$ cat config.mk
export PLATFORM = sky130hd
export DESIGN_NAME = digits_to_number_flat
export DESIGN_NICKNAME = d
export VERILOG_FILES = /design/src/rtl/digits_pkg.sv /design/src/rtl/digits_to_number_if.sv /design/src/rtl/mul10_add.sv /design/src/rtl/digits_to_number.sv /design/src/flat_wrapper.sv
export SDC_FILE = /design/constraint.sdc
export NUM_CORES = 1
export LEC_CHECK = 0
export CORE_MARGIN = 2
export CORE_UTILIZATION = 55
export CTS_CLUSTER_DIAMETER = 100
export DETAILED_ROUTE_END_ITERATION = 8
export PLACE_DENSITY = 0.88
export SLEW_MARGIN = 5
export SYNTH_ARGS = -nofsm -noshare
export SYNTH_HDL_FRONTEND = slang
export SYNTH_SLANG_ARGS = --single-unit
$ cat constraint.sdc
create_clock -name clk -period 7.59 [get_ports clk]
set_clock_uncertainty 0.05 [all_clocks]
set_input_delay 2.277 -clock clk [delete_from_list [all_inputs] [get_ports clk]]
set_output_delay 2.277 -clock clk [all_outputs]
set_load 0.05 [all_outputs]
$ cat src/rtl/digits_pkg.sv
// Shared definitions for the decimal digit datapath (digits_to_number, number_of_digits).
// Holds the FSM state encoding, the BCD digit width, the decimal base and the largest legal digit.
// Has no ports; other files use it with import digits_pkg::*.
package digits_pkg;

  localparam int DIGIT_W  = 4;
  localparam int DEC_BASE = 10;
  localparam logic [DIGIT_W-1:0] MAX_BCD = 4'd9;

  typedef enum logic [1:0] {
    IDLE  = 2'b00,
    ACCUM = 2'b01,
    DONE  = 2'b10
  } state_e;

  // True when the nibble is a legal decimal digit.
  function automatic logic is_bcd(input logic [DIGIT_W-1:0] d);
    return d <= MAX_BCD;
  endfunction

endpackage

$ cat src/rtl/digits_to_number_if.sv
// Bundles the digits_to_number handshake and result signals.
// Producer side: start, digit, digit_valid, digit_last. Consumer side: digit_ready, value, count, done, error.
// The master modport is the digit source. The slave modport is the converter.
interface digits_to_number_if #(
  parameter int WIDTH = 32,
  parameter int CNT_W = 8
);
  import digits_pkg::*;

  logic                 start;
  logic [DIGIT_W-1:0]   digit;
  logic                 digit_valid;
  logic                 digit_last;
  logic                 digit_ready;
  logic [WIDTH-1:0]     value;
  logic [CNT_W-1:0]     count;
  logic                 done;
  logic                 error;

  modport master (
    output start, digit, digit_valid, digit_last,
    input  digit_ready, value, count, done, error
  );

  modport slave (
    input  start, digit, digit_valid, digit_last,
    output digit_ready, value, count, done, error
  );

endinterface

$ cat src/rtl/mul10_add.sv
// Combinational step sum_o = acc_i*10 + digit_i, computed WIDTH+DIGIT_W bits wide.
// Ports: acc_i (WIDTH), digit_i (DIGIT_W) in. sum_o (low WIDTH bits) and ovf_o out.
// ovf_o is set when any bit above WIDTH-1 of the wide result is set.
module mul10_add
  import digits_pkg::*;
#(
  parameter int WIDTH = 32
) (
  input  logic [WIDTH-1:0]   acc_i,
  input  logic [DIGIT_W-1:0] digit_i,
  output logic [WIDTH-1:0]   sum_o,
  output logic               ovf_o
);

  logic [WIDTH+DIGIT_W-1:0] acc_ext;
  logic [WIDTH+DIGIT_W-1:0] prod;

  // acc*10 < 2^WIDTH * 16, so the widened sum cannot wrap.
  assign acc_ext = {{DIGIT_W{1'b0}}, acc_i};
  assign prod    = (acc_ext << 3) + (acc_ext << 1) + {{WIDTH{1'b0}}, digit_i};
  assign sum_o   = prod[WIDTH-1:0];
  assign ovf_o   = |prod[WIDTH+DIGIT_W-1:WIDTH];

endmodule

$ cat src/rtl/digits_to_number.sv
// Rebuilds a binary value and a digit count from a serial BCD digit stream, most significant digit first.
// Ports: clk, rst (sync, active high), bus (slave modport of digits_to_number_if).
// Optional macro DIGITS_TO_NUMBER_LZ_STRIP_EN: count only significant digits (all-zero input reports 1).
module digits_to_number
  import digits_pkg::*;
#(
  parameter int WIDTH = 32,
  parameter int CNT_W = 8
) (
  input  logic               clk,
  input  logic               rst,
  digits_to_number_if.slave  bus
);

  localparam logic [CNT_W-1:0] CNT_MAX = '1;
  localparam logic [CNT_W-1:0] CNT_ONE = {{(CNT_W-1){1'b0}}, 1'b1};

  state_e           state_q;
  logic [WIDTH-1:0] acc_q, acc_d;
  logic [CNT_W-1:0] cnt_q, cnt_d, cnt_out;
  logic             err_q, err_d;
  logic             ready_q, done_q, error_q;
  logic [WIDTH-1:0] value_q;
  logic [CNT_W-1:0] count_q;
  logic [WIDTH-1:0] step_sum;
  logic             step_ovf;
  logic             accept;
  logic             cnt_inc;
`ifdef DIGITS_TO_NUMBER_LZ_STRIP_EN
  logic             sig_q, sig_d;
`endif

  mul10_add #(.WIDTH(WIDTH)) u_mul10_add (
    .acc_i   (acc_q),
    .digit_i (bus.digit),
    .sum_o   (step_sum),
    .ovf_o   (step_ovf)
  );

  assign accept = (state_q == ACCUM) && ready_q && bus.digit_valid;

  // A digit that causes the error freezes acc as well; the value is forced to zero at DONE anyway.
  assign err_d = err_q | (accept & (~is_bcd(bus.digit) | step_ovf));
  assign acc_d = (accept && !err_d) ? step_sum : acc_q;

`ifdef DIGITS_TO_NUMBER_LZ_STRIP_EN
  // Counting starts at the first non-zero digit of the number.
  assign sig_d   = sig_q | (accept && (bus.digit != '0));
  assign cnt_inc = accept && sig_d;
  assign cnt_out = (cnt_d == '0) ? CNT_ONE : cnt_d;
`else
  assign cnt_inc = accept;
  assign cnt_out = cnt_d;
`endif

  assign cnt_d = (cnt_inc && (cnt_q != CNT_MAX)) ? cnt_q + CNT_ONE : cnt_q;

  always_ff @(posedge clk) begin
    if (rst) begin
      state_q <= IDLE;
      acc_q   <= '0;
      cnt_q   <= '0;
      err_q   <= 1'b0;
      ready_q <= 1'b0;
      done_q  <= 1'b0;
      value_q <= '0;
      count_q <= '0;
      error_q <= 1'b0;
`ifdef DIGITS_TO_NUMBER_LZ_STRIP_EN
      sig_q   <= 1'b0;
`endif
    end else begin
      done_q <= 1'b0;
      case (state_q)
        IDLE: begin
          if (bus.start) begin
            acc_q   <= '0;
            cnt_q   <= '0;
            err_q   <= 1'b0;
            value_q <= '0;
            count_q <= '0;
            error_q <= 1'b0;
`ifdef DIGITS_TO_NUMBER_LZ_STRIP_EN
            sig_q   <= 1'b0;
`endif
            ready_q <= 1'b1;
            state_q <= ACCUM;
          end
        end
        ACCUM: begin
          acc_q <= acc_d;
          cnt_q <= cnt_d;
          err_q <= err_d;
`ifdef DIGITS_TO_NUMBER_LZ_STRIP_EN
          sig_q <= sig_d;
`endif
          if (accept && bus.digit_last) begin
            ready_q <= 1'b0;
            done_q  <= 1'b1;
            value_q <= err_d ? '0 : acc_d;
            count_q <= cnt_out;
            error_q <= err_d;
            state_q <= DONE;
          end
        end
        DONE: begin
          state_q <= IDLE;
        end
        default: begin
          ready_q <= 1'b0;
          state_q <= IDLE;
        end
      endcase
    end
  end

  assign bus.digit_ready = ready_q;
  assign bus.done        = done_q;
  assign bus.value       = value_q;
  assign bus.count       = count_q;
  assign bus.error       = error_q;

endmodule

$ cat src/flat_wrapper.sv
// flat-port wrapper written by rule: the top's interface ports become plain ports
module digits_to_number_flat import digits_pkg::*;
#(
  parameter int WIDTH = 32,
  parameter int CNT_W = 8
)
  (clk, rst, bus_start, bus_digit, bus_digit_valid, bus_digit_last, bus_digit_ready, bus_value, bus_count, bus_done, bus_error);
  digits_to_number_if #(.WIDTH(WIDTH), .CNT_W(CNT_W)) bus_i ();
  input  logic clk;
  input  logic rst;
  input wire logic [$bits(bus_i.start)-1:0] bus_start;
  input wire logic [$bits(bus_i.digit)-1:0] bus_digit;
  input wire logic [$bits(bus_i.digit_valid)-1:0] bus_digit_valid;
  input wire logic [$bits(bus_i.digit_last)-1:0] bus_digit_last;
  output wire logic [$bits(bus_i.digit_ready)-1:0] bus_digit_ready;
  output wire logic [$bits(bus_i.value)-1:0] bus_value;
  output wire logic [$bits(bus_i.count)-1:0] bus_count;
  output wire logic [$bits(bus_i.done)-1:0] bus_done;
  output wire logic [$bits(bus_i.error)-1:0] bus_error;
  assign bus_i.start = bus_start;
  assign bus_i.digit = bus_digit;
  assign bus_i.digit_valid = bus_digit_valid;
  assign bus_i.digit_last = bus_digit_last;
  assign bus_digit_ready = bus_i.digit_ready;
  assign bus_value = bus_i.value;
  assign bus_count = bus_i.count;
  assign bus_done = bus_i.done;
  assign bus_error = bus_i.error;
  digits_to_number #(.WIDTH(WIDTH), .CNT_W(CNT_W)) u_core (.clk(clk), .rst(rst), .bus(bus_i));
endmodule
== After elaboration in Yosys (flattened, before gate mapping) ==
Cells that the tools add are included.
W data, S select, Z words.

* $add $sub $neg: 3
* Order comparisons: 1
* Reductions and logical operators: 14
* Bitwise logic cells: 6
* Muxes and demuxes: 22
* Equal/unequal tests: 5

{| class="wikitable"
|+ Operators with widths
! operator !! count
|-
| $mux W32 || 4
|-
| $pmux W32 S2 || 2
|-
| $add A35 B33 Y36 || 1
|-
| $add A36 B4 Y36 || 1
|-
| $pmux W8 S2 || 2
|-
| $mux W8 || 3
|-
| $add A8 B1 Y8 const B || 1
|-
| $ne A8 B8 Y1 const B || 1
|-
| $reduce_and A3 Y1 || 2
|-
| $logic_and A1 B1 Y1 || 5
|-
| $mux W1 || 5
|-
| $le A4 B4 Y1 const B || 1
|-
| $mux W2 || 2
|-
| $ne A2 B2 Y1 const B || 2
|-
| $pmux W1 S2 || 2
|-
| $pmux W2 S2 || 1
|-
| $reduce_and A2 Y1 || 2
|-
| $reduce_or A4 Y1 || 1
|-
| $not A1 Y1 || 3
|-
| $pmux W1 S3 || 1
|-
| $eq A2 B1 Y1 const B || 1
|-
| $eq A2 B2 Y1 const B || 1
|-
| $logic_not A2 Y1 || 1
|-
| $or A1 B1 Y1 || 2
|-
| other kinds (4) || 4
|}

* Output and inout bits: 43
* Register bits after elaboration: 86
* Logic and storage cells: 60
* Input bits: 9

== Longest topological paths before layout ==
* Depth after elaboration: 12
* Depth in mapped cells: 14
* Mapped depth without buffers: 12

== Modules after synthesis ==
From an unflattened synthesis, not the netlist that was laid out.

* Cell total of the unflattened synthesis: 597
* Area, all modules: 5544.1 um^2

{| class="wikitable"
|+ Modules (own cells, without submodules)
! module !! area an instance (um^2) !! cells each !! sequential area each (um^2) !! instances
|-
| digits_to_number || 3384.5 || 308 || 1721.7 || 1
|-
| mul10_add || 2159.6 || 289 || 0.0 || 1
|}

== Least setup slack after synthesis ==
OpenSTA, ideal clock, no wires.

* Kind: input to register
* From: in bus_digit[3]
* To: reg u_core.acc_q[10]
* Required time: 7423 ps
* Stages: 12
* Data arrival time: 5183 ps
* Path buffers: 1
* Library setup time: 117 ps
* Slack: 2240 ps
* Cells stage by stage: fa_1 fa_1 a21o_1 a221oi_2 o311a_4 a311oi_2 nor3_1 o22ai_2 o31ai_1 a21oi_1 buf_4 a22o_1

* Longest elaborated chain between the ends: 9
* Elaborated cells on any way between the ends: 11
* Those cells by class: 1 x add/sub; 1 x order compare; 2 x mux; 4 x bitwise; 3 x reduce/logical

{| class="wikitable"
|+ Ends and longest elaborated chain
! element !! line !! source
|-
| start: declaration || flat_wrapper.sv:12 || <nowiki>input wire logic [$bits(bus_i.digit)-1:0] bus_digit;</nowiki>
|-
| $add A36 B4 Y36 / $le A4 B4 Y1 (equally long branches) || mul10_add.sv:20, digits_pkg.sv:18 ||
|-
| $reduce_or A4 Y1 / $not A1 Y1 (equally long branches) || mul10_add.sv:22, digits_to_number.sv:43 ||
|-
| $or A1 B1 Y1 || digits_to_number.sv:43 || <nowiki>assign err_d = err_q | (accept & (~is_bcd(bus.digit) | step_ovf));</nowiki>
|-
| $and A1 B1 Y1 || digits_to_number.sv:43 ||
|-
| $or A1 B1 Y1 || digits_to_number.sv:43 ||
|-
| $logic_not A1 Y1 || digits_to_number.sv:44 || <nowiki>assign acc_d = (accept && !err_d) ? step_sum : acc_q;</nowiki>
|-
| $logic_and A1 B1 Y1 || digits_to_number.sv:44 ||
|-
| $mux W32 * || digits_to_number.sv:44 ||
|-
| $pmux W32 S2 * || digits_to_number.sv:74 || <nowiki>case (state_q)</nowiki>
|-
| end signal: assignment || digits_to_number.sv:61 || <nowiki>acc_q <= '0;</nowiki>
|-
| end signal: assignment || digits_to_number.sv:77 || <nowiki>acc_q <= '0;</nowiki>
|-
| end signal: assignment || digits_to_number.sv:91 || <nowiki>acc_q <= acc_d;</nowiki>
|-
| end: declaration || digits_to_number.sv:19 || <nowiki>logic [WIDTH-1:0] acc_q, acc_d;</nowiki>
|}

Mark *: on every way between the ends. The rest lies on a longest branch, timed or not.
A chain may end at the register's enable or synchronous reset.

== Final worst setup path ==
* From: in bus_digit[3]
* To: reg u_core.acc_q[0]

* Longest elaborated chain between the ends: 9
* Elaborated cells on any way between the ends: 11
* Those cells by class: 1 x add/sub; 1 x order compare; 2 x mux; 4 x bitwise; 3 x reduce/logical

{| class="wikitable"
|+ Ends and longest elaborated chain
! element !! line
|-
| $add A36 B4 Y36 / $le A4 B4 Y1 (equally long branches) || mul10_add.sv:20, digits_pkg.sv:18
|-
| $reduce_or A4 Y1 / $not A1 Y1 (equally long branches) || mul10_add.sv:22, digits_to_number.sv:43
|-
| $or A1 B1 Y1 * || digits_to_number.sv:43
|-
| $and A1 B1 Y1 * || digits_to_number.sv:43
|-
| $or A1 B1 Y1 * || digits_to_number.sv:43
|-
| $logic_not A1 Y1 * || digits_to_number.sv:44
|-
| $logic_and A1 B1 Y1 * || digits_to_number.sv:44
|-
| $mux W32 * || digits_to_number.sv:44
|-
| $pmux W32 S2 * || digits_to_number.sv:74
|}

Marks and branches as above.

==> flow_metrics.env <==
export IMPL_status="completed"
export IMPL_reg2reg_to="u_core.acc_q[0]"
export IMPL_num_vias=4994
export IMPL_antenna_found_initial=0
export IMPL_cp_end_kind="flop"
export IMPL_synthCells=640
export IMPL_synthDominantCellAreaShare=0.305
export IMPL_cts_resized=0
export IMPL_synthTopCellsByArea="dfxtp_1 (30%), ha_1 (14%), mux2i_1 (6.6%), a22o_1 (4.8%), a21oi_1 (4.2%)"
export IMPL_hold_buffers=0
export IMPL_r2r_start="u_core.acc_q[0]"
export IMPL_cap_violations=0
export IMPL_p_leak_uw=0.00260
export IMPL_hp_class="flop to flop"
export IMPL_clockBufferDepth=2
export IMPL_die_height_um=105
export IMPL_required_ns=7.87
export IMPL_grt_max_degree=32
export IMPL_critPathLaunchType="input port"
export IMPL_mostFrequentLayoutCell="dfxtp_1"
export IMPL_h_tree_depth=3
export IMPL_coreArea_um2=9860
export IMPL_finalNonFillerCells=813
export IMPL_insertedDiodeCount=0
export IMPL_fin_crit_sh=0.868
export IMPL_synth_edf_count=0
export IMPL_ys_seq_area_frac=0.305
export IMPL_routed_top_layer="met4"
export IMPL_area_delta_synth_final_pct=13.7
export IMPL_initial_core_util=0.573
export IMPL_maxSlewHeadroom=0.0913
export IMPL_grt_pass1_wl_mm=23.3
export IMPL_die_x_um=105
export IMPL_cts_post_setup_buffers_inserted=0
export IMPL_whs_ns=0.401
export IMPL_stdcell_area_um2=6420
export IMPL_clkSlewWorstSetupHoldPaths_ns=0.09
export IMPL_most_common_layout_cells="dfxtp_1 (86), ha_1 (64), nand2_1 (62)"
export IMPL_cp_max_fo=19
export IMPL_ios=52
export IMPL_holdPathEnd="u_core.bus.value[10]"
export IMPL_hpwl_mm=10.1
export IMPL_seq_power_share=0.529
export IMPL_cts_buffers_inserted=9
export IMPL_first_pass_iters=5
export IMPL_final_layout_size_suffix_gt1_frac=0.0529
export IMPL_fin_tns_setup_ns=0
export IMPL_worstSetupPathType="input port to flop"
export IMPL_ys_types=63
export IMPL_rrSetupSlack_ns=2.98
export IMPL_pwr_share_comb=0.062
export IMPL_yosys_warnings=0
export IMPL_ant_nets=0
export IMPL_worst_pin_slew_ns=1.35
export IMPL_viasPerCell=6.14
export IMPL_netlist_area_um2=5650
export IMPL_grt_pass1_vias=4868
export IMPL_drcViolationCount=0
export IMPL_hold_violations=0
export IMPL_p_per_area_nw_per_um2=134
export IMPL_dp_cells=797
export IMPL_cts_sinks=86
export IMPL_grt_total_usage=0.256
export IMPL_async_flop_share=0
export IMPL_holdCritStartpoint="u_core.bus.value[10]"
export IMPL_cts_tree="built"
export IMPL_synth_seq_cells=86
export IMPL_holdPathStages=2
export IMPL_ys_flop_type="dfxtp_1"
export IMPL_wl_per_cell_um=16.9
export IMPL_dpl_cell_area_um2=6210
export IMPL_p_int_uw=628
export IMPL_vdd_drop_max_uv=82.0
export IMPL_nets=750
export IMPL_syn_area_per_cell_um2=8.83
export IMPL_met2_length_mm=6.39
export IMPL_met1_length_mm=6.48
export IMPL_yosysTopAreaCell="dfxtp_1"
export IMPL_grt_overflow_total=0
export IMPL_ff2ff_path_depth=11
export IMPL_clk_latency_ns=0.39
export IMPL_wl_met3_um=642
export IMPL_p_clk_frac=0.408
export IMPL_core_rowCount=36
export IMPL_rsz0062_at_grt="false"
export IMPL_numPortBuffers=51
export IMPL_design_die_area_um2=11100
export IMPL_wl_mm=13.7
export IMPL_drtIter0Drc=216
export IMPL_min_period_ns=6.59
export IMPL_setup_viol=0
export IMPL_fmax_mhz=152
export IMPL_syn_nets=715
export IMPL_root_buffer="clkbuf_8"
export IMPL_swShare=0.268
export IMPL_power_switching_uw=230
export IMPL_slew_violations=0
export IMPL_place_gp_congestion=0.896
export IMPL_critPathArrivalTime_ns=6.87
sequential cells by signal (all words and copies together) (netlist names):
| signal | cells |
|---|---|
| u_core.acc_q | 32 |
| u_core.bus.count | 8 |
| u_core.bus.digit_ready | 1 |
| u_core.bus.done | 1 |
| u_core.bus.error | 1 |
| u_core.bus.value | 32 |
| u_core.cnt_q | 8 |
| u_core.err_q | 1 |
| u_core.state_q | 2 |
per-stage QoR:
step | worst slack, ns | utilization | total power, uW
after floorplan | 2.24 | - | 500
after global placement | 0.873 | 0.630 | 515
after detailed placement | 0.653 | 0.630 | 518
after CTS | 1.04 | 0.651 | 863
after global routing | 0.803 | 0.651 | 888
final | 1.00 | 0.651 | 858
power groups by stage:
stage          Sequential [uW]  Clock (uW)  Combinational [uW]
2_1_floorplan              467           0                33.4
3_3_place_gp               464           0                50.4
3_5_place_dp               465           0                53.0
4_1_cts                    454         356                53.0
5_1_grt                    455         375                57.8
6_report                   454         351                53.6
worst max-delay path, stage by stage:
cell             delay [ns]
clkdlybuf4s50_1        0.46
fa_1                   0.56
fa_1                   0.49
a21o_1                 0.23
a221oi_2               0.35
o311a_4                0.28
a21oi_1                0.08
a211oi_1               0.30
o22ai_2                0.18
nor4_2                 1.04
buf_4                  0.42
a22o_1                 0.18
cell usage after synthesis (10+ instances only):
| cell | number |
|---|---|
| dfxtp_1 | 86 |
| ha_1 | 64 |
| nand2_1 | 62 |
| a21oi_1 | 47 |
| nor2_1 | 42 |
| mux2i_1 | 37 |
| o21ai_1 | 35 |
| a22o_1 | 31 |
| xnor2_1 | 22 |
| nor3_1 | 17 |
| clkbuf_1 | 16 |
| o21ai_0 | 14 |
| nand4_1 | 11 |
| xor2_1 | 11 |
| nand3_1 | 10 |
| o21a_1 | 10 |
per-layer routing:
layer / GRT usage / up-vias
li1: - / 2439
met1: 0.341 / 2391
met2: 0.410 / 140
met3: 0.0519 / 24
met4: 0.0914 / 0
met5: 0 / -
cell type report:
cell class / count / area [um2]
fillers: 796 / 3440
multi-input cells: 513 / 3740
clock buffers: 9 / 124
repair buffers: 56 / 548
inverters: 9 / 33.8
flip-flops and latches: 86 / 1720
well taps: 133 / 166
clock inverters: 7 / 91.3
worst max path at each step:
stage,from,endpoint,cells after the start
finish,bus_digit[3],u_core.acc_q[0],12
global placement,bus_digit[3],u_core.acc_q[0],12
global route,bus_digit[3],u_core.acc_q[0],12
CTS,bus_digit[3],u_core.acc_q[0],12
detailed placement,bus_digit[3],u_core.acc_q[0],12
floorplan,bus_digit[3],u_core.acc_q[10],12
kinds of logic after synthesis:
family                     Yosys count  share of synthesized area
AOI/OAI and AO/OA                  203                      0.247
and+or+nand+nor                    172                      0.142
DFF                                 86                      0.305
adders and majority gates           66                      0.149
buffers and inverters               41                     0.0365
muxes                               39                     0.0700
xor gates and xnor gates            33                     0.0512
(Power assumes the default switching activity.)
